===== src/rtl/uart_pkg.sv =====
// Shared UART definitions: frame geometry, FSM state encoding and parity helper.
// Used by both the transmitter and the receiver.
package uart_pkg;

  localparam int DATA_BITS  = 8;
  localparam int FRAME_BITS = 11;  // start + 8 data + parity + stop

  typedef enum logic [2:0] {
    IDLE   = 3'd0,
    START  = 3'd1,
    DATA   = 3'd2,
    PARITY = 3'd3,
    STOP   = 3'd4
  } uart_state_t;

  // Odd parity: data plus parity bit always carries an odd number of ones.
  function automatic logic odd_parity(input logic [DATA_BITS-1:0] d);
    return ~^d;
  endfunction

endpackage


===== src/rtl/uart_baud_gen.sv =====
// Bit-period timer: one-cycle tick every DIVIDER enabled cycles.
// Counter is held at zero while disabled or cleared; no backpressure.
module uart_baud_gen #(
  parameter int DIVIDER = 3125
) (
  input  logic clk,
  input  logic rst,
  input  logic enable,
  input  logic clear,
  output logic tick
);

  localparam int CNT_W = (DIVIDER > 1) ? $clog2(DIVIDER) : 1;

  logic [CNT_W-1:0] cnt;
  logic             last;

  assign last = (cnt == CNT_W'(DIVIDER - 1));
  assign tick = enable && last;

  always_ff @(posedge clk) begin
    if (rst || clear || !enable) begin
      cnt <= '0;
    end else if (last) begin
      cnt <= '0;
    end else begin
      cnt <= cnt + 1'b1;
    end
  end

endmodule


===== src/rtl/uart_tx.sv =====
// 8O1 UART transmitter: accepted start at cycle N drives the start bit at N+1, tx_done at N+1+11*DIVIDER.
// tx_start is honoured only while tx_ready is high; requests during a frame are dropped.
module uart_tx
  import uart_pkg::*;
#(
  parameter int CLK_FREQ = 30_000_000,
  parameter int BAUD     = 9600
) (
  input  logic       clk,
  input  logic       rst,
  input  logic [7:0] tx_data,
  input  logic       tx_start,
  output logic       tx,
  output logic       tx_ready,
  output logic       tx_done
);

  localparam int DIVIDER = CLK_FREQ / BAUD;

  generate
    if (DIVIDER < 2) begin : g_divider_check
      $error("uart_tx: CLK_FREQ/BAUD must be at least 2");
    end
  endgenerate

  uart_state_t          state, state_n;
  logic [DATA_BITS-1:0] shift, shift_n;
  logic [2:0]           bit_cnt, bit_cnt_n;
  logic                 parity, parity_n;
  logic                 tx_n, ready_n, done_n;
  logic                 tick;
  logic                 accept;

  assign accept = (state == IDLE) && tx_start;

  uart_baud_gen #(
    .DIVIDER(DIVIDER)
  ) u_baud_gen (
    .clk   (clk),
    .rst   (rst),
    .enable(state != IDLE),
    .clear (accept),
    .tick  (tick)
  );

  always_comb begin
    state_n   = state;
    shift_n   = shift;
    bit_cnt_n = bit_cnt;
    parity_n  = parity;
    done_n    = 1'b0;

    case (state)
      IDLE: begin
        if (tx_start) begin
          shift_n   = tx_data;
          parity_n  = odd_parity(tx_data);
          bit_cnt_n = 3'd0;
          state_n   = START;
        end
      end
      START: begin
        if (tick) state_n = DATA;
      end
      DATA: begin
        if (tick) begin
          shift_n   = shift >> 1;
          bit_cnt_n = bit_cnt + 3'd1;
          if (bit_cnt == 3'd7) state_n = PARITY;
        end
      end
      PARITY: begin
        if (tick) state_n = STOP;
      end
      STOP: begin
        if (tick) begin
          state_n = IDLE;
          done_n  = 1'b1;
        end
      end
      default: state_n = IDLE;
    endcase

    // Line level is derived from the next state so tx is a clean flop output.
    case (state_n)
      START:   tx_n = 1'b0;
      DATA:    tx_n = shift_n[0];
      PARITY:  tx_n = parity_n;
      default: tx_n = 1'b1;
    endcase
    ready_n = (state_n == IDLE);
  end

  always_ff @(posedge clk) begin
    if (rst) begin
      state    <= IDLE;
      shift    <= '0;
      bit_cnt  <= 3'd0;
      parity   <= 1'b0;
      tx       <= 1'b1;
      tx_ready <= 1'b1;
      tx_done  <= 1'b0;
    end else begin
      state    <= state_n;
      shift    <= shift_n;
      bit_cnt  <= bit_cnt_n;
      parity   <= parity_n;
      tx       <= tx_n;
      tx_ready <= ready_n;
      tx_done  <= done_n;
    end
  end

endmodule


===== config.mk =====
export PLATFORM = sky130hd
export DESIGN_NAME = uart_tx
export DESIGN_NICKNAME = d
export VERILOG_FILES = /design/src/rtl/uart_pkg.sv /design/src/rtl/uart_baud_gen.sv /design/src/rtl/uart_tx.sv
export SDC_FILE = /design/constraint.sdc
export NUM_CORES = 1
export LEC_CHECK = 0
export BUFFER_PORTS_ARGS = -buffer_cell sky130_fd_sc_hd__buf_2
export CAP_MARGIN = 10
export CORE_MARGIN = 2
export CORE_UTILIZATION = 55
export CTS_CLUSTER_DIAMETER = 150
export CTS_CLUSTER_SIZE = 30
export DETAILED_ROUTE_END_ITERATION = 8
export PLACE_DENSITY = 0.82
export SLEW_MARGIN = 20
export SYNTH_ARGS = -nofsm -noshare
export SYNTH_HDL_FRONTEND = slang
export SYNTH_SLANG_ARGS = --single-unit

===== constraint.sdc =====
create_clock -name clk -period 3.5 [get_ports clk]
set_input_delay 0.175 -clock clk [delete_from_list [all_inputs] [get_ports clk]]
set_output_delay 0.175 -clock clk [all_outputs]
set_load 0.03 [all_outputs]

==> impl_metrics.csv <==
group,metric,value,unit
yosys,synth_edf_count,0,
route,wirelength,2632,um
global_routing,grt_antenna_before_repair,0,
setup_path,crit_required,3.71,ns
yosys,synth_top_flop_cell,"dfxtp_1",
yosys,yosys.area_share.xor_xnor,10.62,%
final_layout,drive_above_1_share,15.57,%
timing,min_period,2.266,ns
die,die_h,54.50,um
timing,timing.fmax,0.4414,GHz
yosys,synth_largest_area_cell,"dfxtp_1",
route,drc,0,
global_routing,grt-ovfl-total,0,
min_path,min_from,"tx_data[0]",
timing,rsz0062_at_grt,"false",
timing,period_share,64.74,%
power,cellLeakagePower,0.5744,nW
yosys,synth_common_cells,"30 x dfxtp_1, 22 x nor2_1, 12 x nand2_1",
die,start_util,57.14,%
route,viasPerCell,5.569,
die,core,2455,um2
placed_design,numPortBuffers,13,
yosys,synth_compound_area_share,11.69,%
die,die-area,2970,um2
yosys,synth.distinct_cells,37,
global_routing,grt_pass1_vias,943,
route,drtPass1Iterations,5,
route,drt_iter0_drc,28,
die,ios,14,
route,vias,1097,
timing,tightest_slew,0.6650,ns
power,ir_worst_vdd,0.2859,mV
yosys,yosys_register_bits,30,
timing,totalNegativeSetupSlack,0,ns
placed_design,gp_congestion,0.7463,
setup_path,crit_top_cell,"nor2_1",
global_routing,grt_max_degree,18,
yosys,synth_top_family_by_area,"simple AND/OR/NAND/NOR gates",
setup_path,cp_data_arrival_time,2.47,ns
die,die_w,54.50,um
final_layout,fin_util,62.39,%
clocking,clkLatencyLatePin,0.33,ns
setup_path,worstSetupStartpointType,"register",
placed_design,pre_cts_ws,1.252,ns
die,rows,18,
clocking,cts-root-buf,"clkbuf_4",
yosys,async_flop_share,0,%
placed_design,place_hpwl,1914,um
yosys,yosys.cell_count.top_type,"dfxtp_1",
setup_path,path_cells,"or4b_4, nor4_4, nor2_1, mux2i_1, nor2_1",
min_path,min_to,"shift[0]",
global_routing,grt_pass1_wl,4091,um
timing,hold_viol_final,0,
timing,setup_ws,1.234,ns
yosys,syn-num-nets,169,
setup_path,reg2reg_depth,5,
setup_path,critPathMaxStageDelay,0.66,ns
clocking,cts.sinks,30,
min_path,whs_path_depth,3,
min_path,hold_path.class,"input pin to register",
yosys,ys_warn_count,0,
yosys,ys_seq_area_share,42.82,%
power,clkPwrFrac,31.7,%
final_layout,area_delta_synth_final,9.188,%
yosys,syn_inst,154,
power,switching_share,25.03,%
setup_path,crit_fanout,12,
clocking,numCtsBuffers,5,
final_layout,fin_nets,183,
clocking,postCtsSetupBuffers,0,
clocking,cts_tree,"done",
global_routing,grt_usage,20.05,%
timing,setup_viol,0,
setup_path,cp-end-kind,"register",
clocking,clk_pin_slew,0.09,ns
status,status,"complete, no violations",
yosys,synthAdderAreaFrac,3.568,%
clocking,htreeDepth,2,
power,internal-power,474.4,uW
final_layout,n_antenna_cell,0,
clocking,cts.repair.resized,0,
route,detail_route.wl_per_cell,13.36,um
flow_run,maxCapViolCount,0,
yosys,synth_top_area_share,42.82,%
setup_path,regToRegEndpoint,"bit_cnt[0]",
yosys,netlist_top_cells_area,"dfxtp_1 43%, nor2_1 5.9%, xnor2_1 5.6%, xor2_1 5.0%, a21oi_1 3.9%",
clocking,cts_hold_buf,0,
clocking,cts_buffer_depth,2,
yosys,synth.area.mux_share,2.855,%
yosys,avgSynthCellArea,9.108,um2
setup_path,crit_type,"register to register",
setup_path,r2r-start,"u_baud_gen.cnt[8]",
power,powerDensity,413.2,nW/um2
timing,drv_slew,0,
setup_path,slowest_stage,"nor4_4",
power,seq_power_share,56.9,%
timing,skew,0.008202,ns
timing,slew_headroom,55.34,%
route,drt.antenna.violating_nets,0,
power,p_switching,158.4,uW
yosys,syn-cell-area,1403,um2
power,pwr-share-comb,11.4,%
yosys,synth-simple-area-share,25.33,%
setup_path,rrSetupSlack,1.23,ns
## cells by family after synthesis
| logic type | count (synthesis) |
|---|---|
| multiplexers | 4 |
| flip-flops | 30 |
| AO/OA/AOI/OAI | 24 |
| buffers and inverters | 11 |
| XOR/XNOR | 17 |
| adder cells (fa/ha/maj) | 4 |
| AND/OR/NAND/NOR | 64 |
## per-stage QoR
stage | std cells | power [mW] | area (um2) | hold slack, ns
after global routing | 197 | 0.6582 | 1531 | 0.09740
after global placement | 191 | 0.4369 | 1480 | 0.4378
after CTS | 197 | 0.6376 | 1531 | 0.09896
after detailed placement | 191 | 0.4402 | 1480 | 0.4511
final | 197 | 0.6328 | 1531 | 0.1072
after floorplan | 154 | 0.4201 | 1403 | 0.3155
## critical path: cells and delay by family (launching register included)
kind	cells	cell delay, ns
flops	1	0.34
mux	1	0.21
simple gates	4	1.61
## registers in the layout (all words and copies together), names as in the netlist
| register | flops |
|---|---|
| bit_cnt | 3 |
| parity | 1 |
| shift | 8 |
| state | 3 |
| tx | 1 |
| tx_done | 1 |
| tx_ready | 1 |
| u_baud_gen.cnt | 12 |
## placed cells by master, fill, tap and decap left out, drive strengths merged, types with 2 or more instances in the layout
| cell type | count |
|---|---|
| nand3 | 6 |
| dfxtp | 30 |
| or4b | 2 |
| nor2 | 22 |
| nor3 | 2 |
| buf | 13 |
| a22oi | 6 |
| ha | 4 |
| and3 | 2 |
| inv | 5 |
| nand4b | 3 |
| or2 | 2 |
| a21oi | 11 |
| mux2i | 4 |
| nand2 | 12 |
| and4 | 3 |
| xor2 | 8 |
| nand4 | 2 |
| xnor2 | 9 |
| clkbuf | 6 |
## worst max-delay path by stage
stage,from,to,slack [ns],cells after the start
after floorplan,u_baud_gen.cnt[8],tx,1.65,5
after global placement,u_baud_gen.cnt[8],tx,1.30,5
after detailed placement,u_baud_gen.cnt[8],tx,1.25,5
after CTS,u_baud_gen.cnt[8],tx,1.24,5
after global routing,u_baud_gen.cnt[8],bit_cnt[0],1.11,5
final,u_baud_gen.cnt[8],bit_cnt[0],1.23,5
## power by group through the flow
stage                     clock, mW  combinational (mW)  sequential, mW
after floorplan                   0              0.0477           0.372
after global placement            0              0.0694           0.367
after detailed placement          0              0.0719           0.368
after CTS                     0.205              0.0720           0.360
after global routing          0.216              0.0803           0.362
final                         0.200              0.0722           0.360
## cell type report
class / count / area, um2
timing repair buffer: 13 / 65.06
fill: 202 / 923.4
tap: 30 / 37.54
sequential: 30 / 600.6
inverter: 5 / 18.77
multi-input combinational: 113 / 758.2
clock buffer: 6 / 51.30
## metal layers
metal / part of all wire, % / track usage (%)
met4: 1.6 / 8.750
met1: 46 / 24.96
met5: 0 / 0
met2: 47 / 30.32
met3: 5.1 / 8.197
No activity file was read; power rests on OpenSTA's default activity.
